## src/rtl/round_timer_pkg.sv

```systemverilog
// Shared definitions for the round countdown timer: FSM encoding,
// the largest displayable count and the BCD load clamp.
package round_timer_pkg;

  typedef enum logic [1:0] {
    ST_IDLE  = 2'd0,
    ST_RUN   = 2'd1,
    ST_PAUSE = 2'd2,
    ST_DONE  = 2'd3
  } state_t;

  localparam int MAX_SECS = 99;

  // Clamp each BCD nibble to 9 and return the binary seconds value (0..99).
  function automatic logic [6:0] bcd_clamp_to_bin(input logic [7:0] bcd);
    logic [3:0] t;
    logic [3:0] o;
    t = (bcd[7:4] > 4'd9) ? 4'd9 : bcd[7:4];
    o = (bcd[3:0] > 4'd9) ? 4'd9 : bcd[3:0];
    return 7'(t) * 7'd10 + 7'(o);
  endfunction

endpackage

```

## src/rtl/round_timer_ctrl_bin_to_bcd2.sv

```systemverilog
// Combinational 7-bit binary to two BCD digits; valid for inputs 0..99.
module bin_to_bcd2 (
  input  logic [6:0] bin_i,
  output logic [3:0] tens_o,
  output logic [3:0] ones_o
);

  // Find the largest multiple of ten not above the input, remainder is ones.
  always_comb begin
    tens_o = 4'd0;
    for (int i = 1; i <= 9; i++) begin
      if (bin_i >= 7'(i * 10)) tens_o = 4'(i);
    end
    ones_o = 4'(bin_i - 7'(tens_o) * 7'd10);
  end

endmodule

```

## src/rtl/round_timer_ctrl.sv

```systemverilog
// Round countdown controller: loads a BCD start value, counts down once per
// TICK_DIV cycles, supports pause/resume and hit penalties, and pulses
// expired on entry to DONE. The FSM state is exposed on the state port.
module round_timer_ctrl
  import round_timer_pkg::*;
#(
  parameter int TICK_DIV = 50_000_000,
  parameter int PENALTY  = 5
) (
  input  logic       CLOCK_50,
  input  logic       resetn,
  input  logic       start,
  input  logic       pause,
  input  logic       hit,
  input  logic [7:0] load_bcd,
  output logic [3:0] tens,
  output logic [3:0] ones,
  output logic       running,
  output logic       paused,
  output logic       expired,
  output logic [1:0] state
);

  localparam int            PW         = $clog2(TICK_DIV);
  localparam logic [PW-1:0] PRESC_LAST = PW'(TICK_DIV - 1);
  localparam logic [6:0]    DEC_HIT    = 7'(PENALTY);
  localparam logic [6:0]    DEC_BOTH   = 7'(PENALTY + 1);

  state_t        state_q, state_d;
  logic [6:0]    secs_q, secs_d;
  logic [PW-1:0] presc_q, presc_d;
  logic          running_q, running_d;
  logic          paused_q, paused_d;
  logic          expired_q, expired_d;

  logic [6:0]    load_secs;
  logic          tick;
  logic [6:0]    dec;
  logic [6:0]    sub_res;

  // Tick detection, decrement amount and saturating subtraction.
  always_comb begin
    load_secs = bcd_clamp_to_bin(load_bcd);
    tick      = (state_q == ST_RUN) && (presc_q == PRESC_LAST);
    if (tick && hit)  dec = DEC_BOTH;
    else if (hit)     dec = DEC_HIT;
    else if (tick)    dec = 7'd1;
    else              dec = 7'd0;
    if (secs_q <= dec) sub_res = 7'd0;
    else               sub_res = secs_q - dec;
  end

  // Next-state logic; start beats pause, pause beats tick/hit.
  always_comb begin
    state_d   = state_q;
    secs_d    = secs_q;
    presc_d   = presc_q;
    expired_d = 1'b0;
    if (start) begin
      secs_d  = load_secs;
      presc_d = '0;
      if (load_secs == 7'd0) begin
        state_d   = ST_DONE;
        expired_d = 1'b1;
      end else begin
        state_d = ST_RUN;
      end
    end else if (pause) begin
      // Prescaler is left untouched so a paused interval resumes where it stopped.
      if (state_q == ST_RUN)        state_d = ST_PAUSE;
      else if (state_q == ST_PAUSE) state_d = ST_RUN;
    end else if (state_q == ST_RUN) begin
      presc_d = tick ? '0 : presc_q + PW'(1);
      if (dec != 7'd0) begin
        secs_d = sub_res;
        if (sub_res == 7'd0) begin
          state_d   = ST_DONE;
          expired_d = 1'b1;
        end
      end
    end
    running_d = (state_d == ST_RUN);
    paused_d  = (state_d == ST_PAUSE);
  end

  // State, count, prescaler and registered status flags.
  always_ff @(posedge CLOCK_50) begin
    if (!resetn) begin
      state_q   <= ST_IDLE;
      secs_q    <= 7'd0;
      presc_q   <= '0;
      running_q <= 1'b0;
      paused_q  <= 1'b0;
      expired_q <= 1'b0;
    end else begin
      state_q   <= state_d;
      secs_q    <= secs_d;
      presc_q   <= presc_d;
      running_q <= running_d;
      paused_q  <= paused_d;
      expired_q <= expired_d;
    end
  end

  bin_to_bcd2 u_bcd (
    .bin_i  (secs_q),
    .tens_o (tens),
    .ones_o (ones)
  );

  assign running = running_q;
  assign paused  = paused_q;
  assign expired = expired_q;
  assign state   = state_q;

endmodule

```

## config.mk

```make
export PLATFORM = sky130hd
export DESIGN_NAME = round_timer_ctrl
export DESIGN_NICKNAME = d
export VERILOG_FILES = /design/src/rtl/round_timer_pkg.sv /design/src/rtl/round_timer_ctrl_bin_to_bcd2.sv /design/src/rtl/round_timer_ctrl.sv
export SDC_FILE = /design/constraint.sdc
export NUM_CORES = 1
export LEC_CHECK = 0
export BUFFER_PORTS_ARGS = -buffer_cell sky130_fd_sc_hd__buf_4
export CAP_MARGIN = 30
export CORE_MARGIN = 2
export CORE_UTILIZATION = 40
export CTS_CLUSTER_DIAMETER = 30
export DETAILED_ROUTE_END_ITERATION = 12
export PLACE_DENSITY = 0.62
export SLEW_MARGIN = 40
export SYNTH_ARGS = -nofsm -noshare
export SYNTH_HDL_FRONTEND = slang
export SYNTH_SLANG_ARGS = --single-unit
```

## constraint.sdc

```tcl
create_clock -name CLOCK_50 -period 7.5 [get_ports CLOCK_50]
set_input_delay 1.5 -clock CLOCK_50 [delete_from_list [all_inputs] [get_ports CLOCK_50]]
set_output_delay 1.5 -clock CLOCK_50 [all_outputs]
set_load 0.005 [all_outputs]
```

==> results of run 1 <==
==> sequential cells by signal, summed over array words and instances, names as in the netlist <==
name     cells
expired      1
paused       1
presc_q     26
running      1
secs_q       7
state        2
==> worst max-delay path, delay by kind of cell, from the launching register on <==
kind                       cells  cell delay, ns
and+or+nand+nor                1            0.19
DFF                            1            0.63
buffers and inverters          2            0.35
AOI/OAI and AO/OA              3            0.30
adders and majority gates      2            0.60
xor gates and xnor gates       2            0.33
==> power groups by stage <==
stage                     Clock, mW  Sequential, mW  Combinational, mW
after floorplan                   0           0.216             0.0909
after global placement            0           0.224              0.123
after detailed placement          0           0.224              0.124
after CTS                     0.179           0.219              0.125
after global routing          0.186           0.221              0.143
final                         0.174           0.220              0.123
==> path summary, 6_finish.rpt <==
check	from	end	slack, ns	cells past startpoint
setup / recovery	secs_q[4]$_SDFFE_PN0P_	ones[3]	3.32	10
hold / removal	presc_q[1]$_SDFFE_PP0P_	presc_q[1]$_SDFFE_PP0P_	0.49	2
setup reg to reg	presc_q[0]$_SDFFE_PP0P_	state[1]$_SDFF_PN0_	4.06	13
hold reg to reg	presc_q[1]$_SDFFE_PP0P_	presc_q[1]$_SDFFE_PP0P_	0.49	2
==> final cells by class <==
class                      instances  share of cell area, %
timing repair buffer              26                   6.78
tap                               77                   3.34
sequential                        38                   26.4
clock inverter                     1                   1.04
clock buffer                       6                   2.87
multi-input combinational        249                   56.6
inverter                          23                   3.00
==> per-stage QoR <==
stage / area (sq um) / utilization [%] / hold slack, ns / worst slack, ns
final: 2880 / 46.2 / 0.491 / 3.32
after global placement: 2760 / 44.2 / 0.469 / 3.56
after CTS: 2880 / 46.2 / 0.489 / 3.29
after floorplan: 2550 / - / 0.454 / 3.79
after global routing: 2880 / 46.2 / 0.542 / 3.03
after detailed placement: 2770 / 44.3 / 0.477 / 3.45
==> cells by family (layout without fill, tap and decap cells) <==
family	count (synthesis)	count (layout)	synth area share (%)
and+or+nand+nor	146	146	28.9
AOI/OAI and AO/OA	48	48	11.9
DFF	38	38	29.9
buffers and inverters	38	56	6.43
xor gates and xnor gates	36	36	12.4
muxes	1	1	0.442
adders and majority gates	18	18	10.0
==> per-layer routing <==
| metal | share of wire [%] | GRT usage, % | up-vias |
|---|---|---|---|
| met4 | 1.3 | 4.55 | 0 |
| met2 | 42 | 24.7 | 32 |
| li1 | - | - | 1140 |
| met3 | 2.8 | 2.67 | 6 |
| met5 | 0 | 0 | - |
| met1 | 54 | 22.5 | 989 |
==> cells in the final DEF (no fill, tap or decap), drive strengths merged, types with 2 or more instances in the layout <==
master and instances:
nor2 52, dfxtp 38, buf 26, inv 23, nand2 20, o21ai 20
xor2 19, xnor2 17, nand3 15, ha 14, nor3 13, nand4 9
nand2b 8, nor2b 7, a21oi 6, a211oi 6, clkbuf 6, nor4b 5
fa 4, a31oi 3, nor4 3, o211a 3, or2 3, a22oi 2
and2 2
==> impl_metrics.tcl, run 1 <==
set metrics [dict create \
    outcome "finished clean" \
    switching_share_pct 27.5 \
    synth.ff_latch_count 38 \
    synth.net_count 356 \
    largest_buffer_count_on_any_clock_path 2 \
    top_area_cell_type_share_of_the_netlist_area_pct 29.9 \
    worst-endpoint-arrival_ns 2.68 \
    p_total_uw 517 \
    power.combinational.fraction_pct 23.8 \
    p_sw_uw 142 \
    crit_path_top_delay_cell "dfxtp_1" \
    worst-path-max-fanout 14 \
    area_growth_pct 13.1 \
    die_area_sq_um 7020 \
    number_of_routed_nets_with_antenna_violations 0 \
    synth.top_cells.by_area "dfxtp_1 30%, nor2_1 7.7%, ha_1 6.9%" \
    wirelength_microns 5120 \
    asyncSetResetFlopFracSynth_pct 0 \
    internal_power_uw 375 \
    synth_flop_cell "dfxtp_1" \
    antenna_violations_before_repair 0 \
    worst_ep_required_ns 6.00 \
    drcViolationCount 0 \
    initial_standard_cell_utilization_of_the_core_pct 40.8 \
    numCtsBuffers 5 \
    ioPinCount 26 \
    irDropWorstVdd_uv 86.7 \
    power_per_cell_area_nw_per_um2 179 \
    hp-class "reg2reg" \
    via_count_of_the_first_global_routing_pass 2103 \
    first_iter_violations 114 \
    setup_repair_after_global_routing_missed_its_margin "no" \
    placeableCoreArea_sq_um 6240 \
    timing.critical_path.to_type "output port" \
    die_y_microns 83.8 \
    fmax_ghz 0.239 \
    synth_area_per_cell_sq_um 7.84 \
    wl_per_cell_microns 12.2 \
    buffers_inserted_during_post_cts_setup_optimization 0 \
    io_buffers 25 \
    vias_per_cell 5.16 \
    syn-cell-area_sq_um 2550 \
    final_period_minus_worst_setup_slack_ns 4.18 \
    cts_hold_repair.buffers 0 \
    max_cap_violations 0 \
    fill_cells 638 \
    synth_warnings 0 \
    share_seq_of_total_power_pct 42.5 \
    crit_chain "inv_1 > nor2_1 > a22oi_1 > o21ai_0 > o21ai_0 > ha_1 > fa_1 > xor2_1 > xnor2_1 > buf_4" \
    n_antenna_cell 0 \
    multi_input_comb_area_sq_um 1630 \
    root_buffer "clkbuf_8" \
    grt_use_total_pct 15.8 \
    layout-drive-gt1-share_pct 11.1 \
    postCtsResizedCells 0 \
    rows 29 \
    drt-pass1-iter-count 4 \
    final.period_utilization_pct 55.7 \
    synth.distinct_cells 50 \
    skew_ns 0.00830 \
    numClockSinks 38 \
    vias 2167 \
    final_hold_viol_count 0 \
    seqCellArea_sq_um 761 \
    dpl.hpwl_microns 3930 \
    clkSlewWorstSetupHoldPaths_ns 0.07 \
    final_instance_count_excl_fillers 420 \
    pwr-share-clk_pct 33.7 \
    fp.dieW_microns 83.8 \
    place_inst 413 \
    maxSlewHeadroom_pct 54.5 \
    finalMaxSlewViolations 0 \
    clk-insertion-delay-late_ns 0.29 \
    worst_pin_slew_ns 0.676 \
    first_pass_grt_wire_length_microns 9320 \
    final_report_setup_violation_count 0 \
    synth_commonest_cells "52 x nor2_1, 38 x dfxtp_1, 23 x inv_1" \
    most_common_cell_type_on_the_critical_path "o21ai_0" \
    max_incr_delay_on_cp_ns 0.63 \
    post-synth-top-area-cell "dfxtp_1" \
    synth.yosys.seq_area_share_pct 29.9 \
    place_congestion 0.826 \
    grt.overflow.total 0 \
    syn-instance-count 325 \
    cts_tree "yes" \
    net_count_final 374 \
    htree_num_levels 2 \
    synth.most_common_cell "nor2_1" \
    p_leak_nw 1.11 \
    setup.worst_path.start_class "register" \
    fin_setup_tns_ns 0 \
    grt_start_max_net_pins 27 \
    setup.worst_path.class "reg2out" \
    synth-edff-count 0 \
]
No activity file was read; power rests on OpenSTA's default activity.
==> inputs of run 2 (changes only) <==
ABC_AREA = 1   (was unset)
clock period = 4.3 ns   (was 7.5 ns; I/O delays follow)
==> impl_metrics.tcl, run 2 <==
set metrics [dict create \
    outcome "finished clean" \
    drt-pass1-iter-count 4 \
    p_total_uw 906 \
    most_common_cell_after_layout_fill_and_taps_aside "nand2_1" \
    wire_length_on_met2_microns 2660 \
    grt_use_total_pct 17.1 \
    placeableCoreArea_sq_um 6720 \
    cts_hold_repair.buffers 0 \
    buffers_inserted_during_post_cts_setup_optimization 0 \
    die_area_sq_um 7570 \
    max_cap_violations 0 \
    final_period_minus_worst_setup_slack_ns 3.45 \
    clkSlewWorstSetupHoldPaths_ns 0.07 \
    fmax_ghz 0.290 \
    synth.ff_latch_count 38 \
    number_of_routed_nets_with_antenna_violations 0 \
    numCtsBuffers 5 \
    setup.worst_path.class "reg2out" \
    irDropWorstVdd_uv 121 \
    final.period_utilization_pct 80.3 \
    syn-cell-area_sq_um 2760 \
    largest_buffer_count_on_any_clock_path 2 \
    setup.worst_path.start_class "register" \
    layout-drive-gt1-share_pct 11.2 \
    synth-edff-count 0 \
    fin_setup_tns_ns 0 \
    synth.top_cells.by_area "dfxtp_1 28%, nand2_1 13%, inv_1 9.5%" \
    first_iter_violations 154 \
    flip_flop_count_of_the_largest_register_after_layout 26 \
    cts_tree "yes" \
    vias 2607 \
    worst-endpoint-arrival_ns 2.59 \
    place_congestion 0.893 \
    cpLargestDelayFamily "simple AND/OR/NAND/NOR gates" \
    dpl.hpwl_microns 4840 \
    synth_warnings 0 \
    routed_wire_length_on_met3_microns 180 \
    p_leak_nw 1.40 \
    worst_pin_slew_ns 0.468 \
    final_report_setup_violation_count 0 \
    power_per_cell_area_nw_per_um2 295 \
    synth.most_common_cell "nand2_1" \
    hp-class "reg2reg" \
    layout.cells.most_common_list "94 x nand2_1, 70 x inv_1, 52 x nor2_1" \
    finalMaxSlewViolations 0 \
    area_growth_pct 11.4 \
    synth.net_count 457 \
    fp.dieW_microns 87.0 \
    initial_standard_cell_utilization_of_the_core_pct 41.0 \
    asyncSetResetFlopFracSynth_pct 0 \
    syn-instance-count 426 \
    worst-path-max-fanout 8 \
    numClockSinks 38 \
    htree_num_levels 2 \
    drcViolationCount 0 \
    most_common_cell_type_on_the_critical_path "nand2_1" \
    n_antenna_cell 0 \
    ioPinCount 26 \
    synth.distinct_cells 34 \
    wirelength_microns 6030 \
    wl_per_cell_microns 11.4 \
    clk-insertion-delay-late_ns 0.29 \
    first_pass_grt_wire_length_microns 10700 \
    worst_ep_required_ns 3.44 \
    maxSlewHeadroom_pct 68.7 \
    timing.critical_path.to_type "output port" \
    net_count_final 478 \
    cp_bufs_invs 3 \
    crit_path_top_delay_cell "dfxtp_1" \
    synth_commonest_cells "94 x nand2_1, 70 x inv_1, 52 x nor2_1" \
    vias_per_cell 4.95 \
    via_count_of_the_first_global_routing_pass 2412 \
    grt.overflow.total 0 \
    postCtsResizedCells 0 \
    rows 30 \
    top_signal_layer_used "met4" \
    post-synth-top-area-cell "dfxtp_1" \
    crit_chain "inv_1 > nand2_2 > a21oi_1 > nand2_1 > nand2_1 > nand2_1 > nand2_1 > nand2_1 > nand2_1 > ha_1 > fa_1 > xnor2_1 > inv_1 > nand2_1 > nand2_1 > buf_4" \
    synth_flop_cell "dfxtp_1" \
    registers.top_by_ff_count "presc_q" \
    synth.yosys.seq_area_share_pct 27.6 \
    skew_ns 0.0111 \
    antenna_violations_before_repair 0 \
    grt_start_max_net_pins 12 \
    top_area_cell_type_share_of_the_netlist_area_pct 27.6 \
    met1_wirelength_microns 3160 \
    die_y_microns 87.0 \
    io_buffers 25 \
    final_hold_viol_count 0 \
    setup_repair_after_global_routing_missed_its_margin "no" \
    root_buffer "clkbuf_8" \
    max_incr_delay_on_cp_ns 0.49 \
    synth_area_per_cell_sq_um 6.47 \
]
[run 2: where the power goes]
group / leakage, nW / switching (mW) / total [mW] / internal, mW
clock network: 0.0438 / 0.128 / 0.237 / 0.109
logic: 1.05 / 0.166 / 0.291 / 0.125
registers: 0.308 / 0.0162 / 0.378 / 0.361
total: 1.40 / 0.310 / 0.906 / 0.596
[run 2: kinds of logic after synthesis]
family	count (synthesis)	share of synthesized area [%]
simple gates	220	36.6
buf+inv	83	11.8
compound gates	55	10.9
flops	38	27.6
fa+ha+maj	18	9.26
xor+xnor	12	3.81
[run 2: per-stage QoR]
| stage | setup slack, ns | area [sq um] | instances | utilization (%) | hold WS (ns) |
|---|---|---|---|---|---|
| final | 0.849 | 3070 | 527 | 45.7 | 0.473 |
| after global routing | 0.574 | 3070 | 527 | 45.7 | 0.496 |
| after CTS | 0.823 | 3070 | 527 | 45.7 | 0.474 |
| after detailed placement | 1.14 | 2990 | 520 | 44.5 | 0.463 |
| after global placement | 1.14 | 2990 | 520 | 44.5 | 0.451 |
| after floorplan | 1.45 | 2760 | 426 | - | 0.439 |
[run 2: tightest hold or removal path, stage by stage (launching register included)]
cell and delay, ns:
dfxtp_1 0.32, inv_1 0.06, a21oi_1 0.05
[run 2: path summary, 6_finish.rpt]
check                           start                       end  slack, ns  cells past startpoint
max            secs_q[4]$_SDFFE_PN0P_                   ones[3]       0.85                     16
min          presc_q[25]$_SDFFE_PP0P_  presc_q[25]$_SDFFE_PP0P_       0.47                      2
max reg2reg   presc_q[0]$_SDFFE_PP0P_         paused$_SDFF_PN0_       1.18                     24
min reg2reg  presc_q[25]$_SDFFE_PP0P_  presc_q[25]$_SDFFE_PP0P_       0.47                      2
[run 2: cell type report]
| class | instances | area [sq um] |
|---|---|---|
| flip-flops and latches | 38 | 761 |
| clock buffers | 5 | 68.8 |
| repair buffers | 25 | 188 |
| well taps | 80 | 100 |
| inverters | 72 | 270 |
| multi-input cells | 305 | 1670 |
| fillers | 708 | 3650 |
| clock inverters | 2 | 10.0 |
[run 2: per-layer routing]
layer	up-vias	track usage (%)
met5	-	0
met4	0	4.26
met3	2	2.56
met2	41	26.5
met1	1168	24.7
li1	1396	-
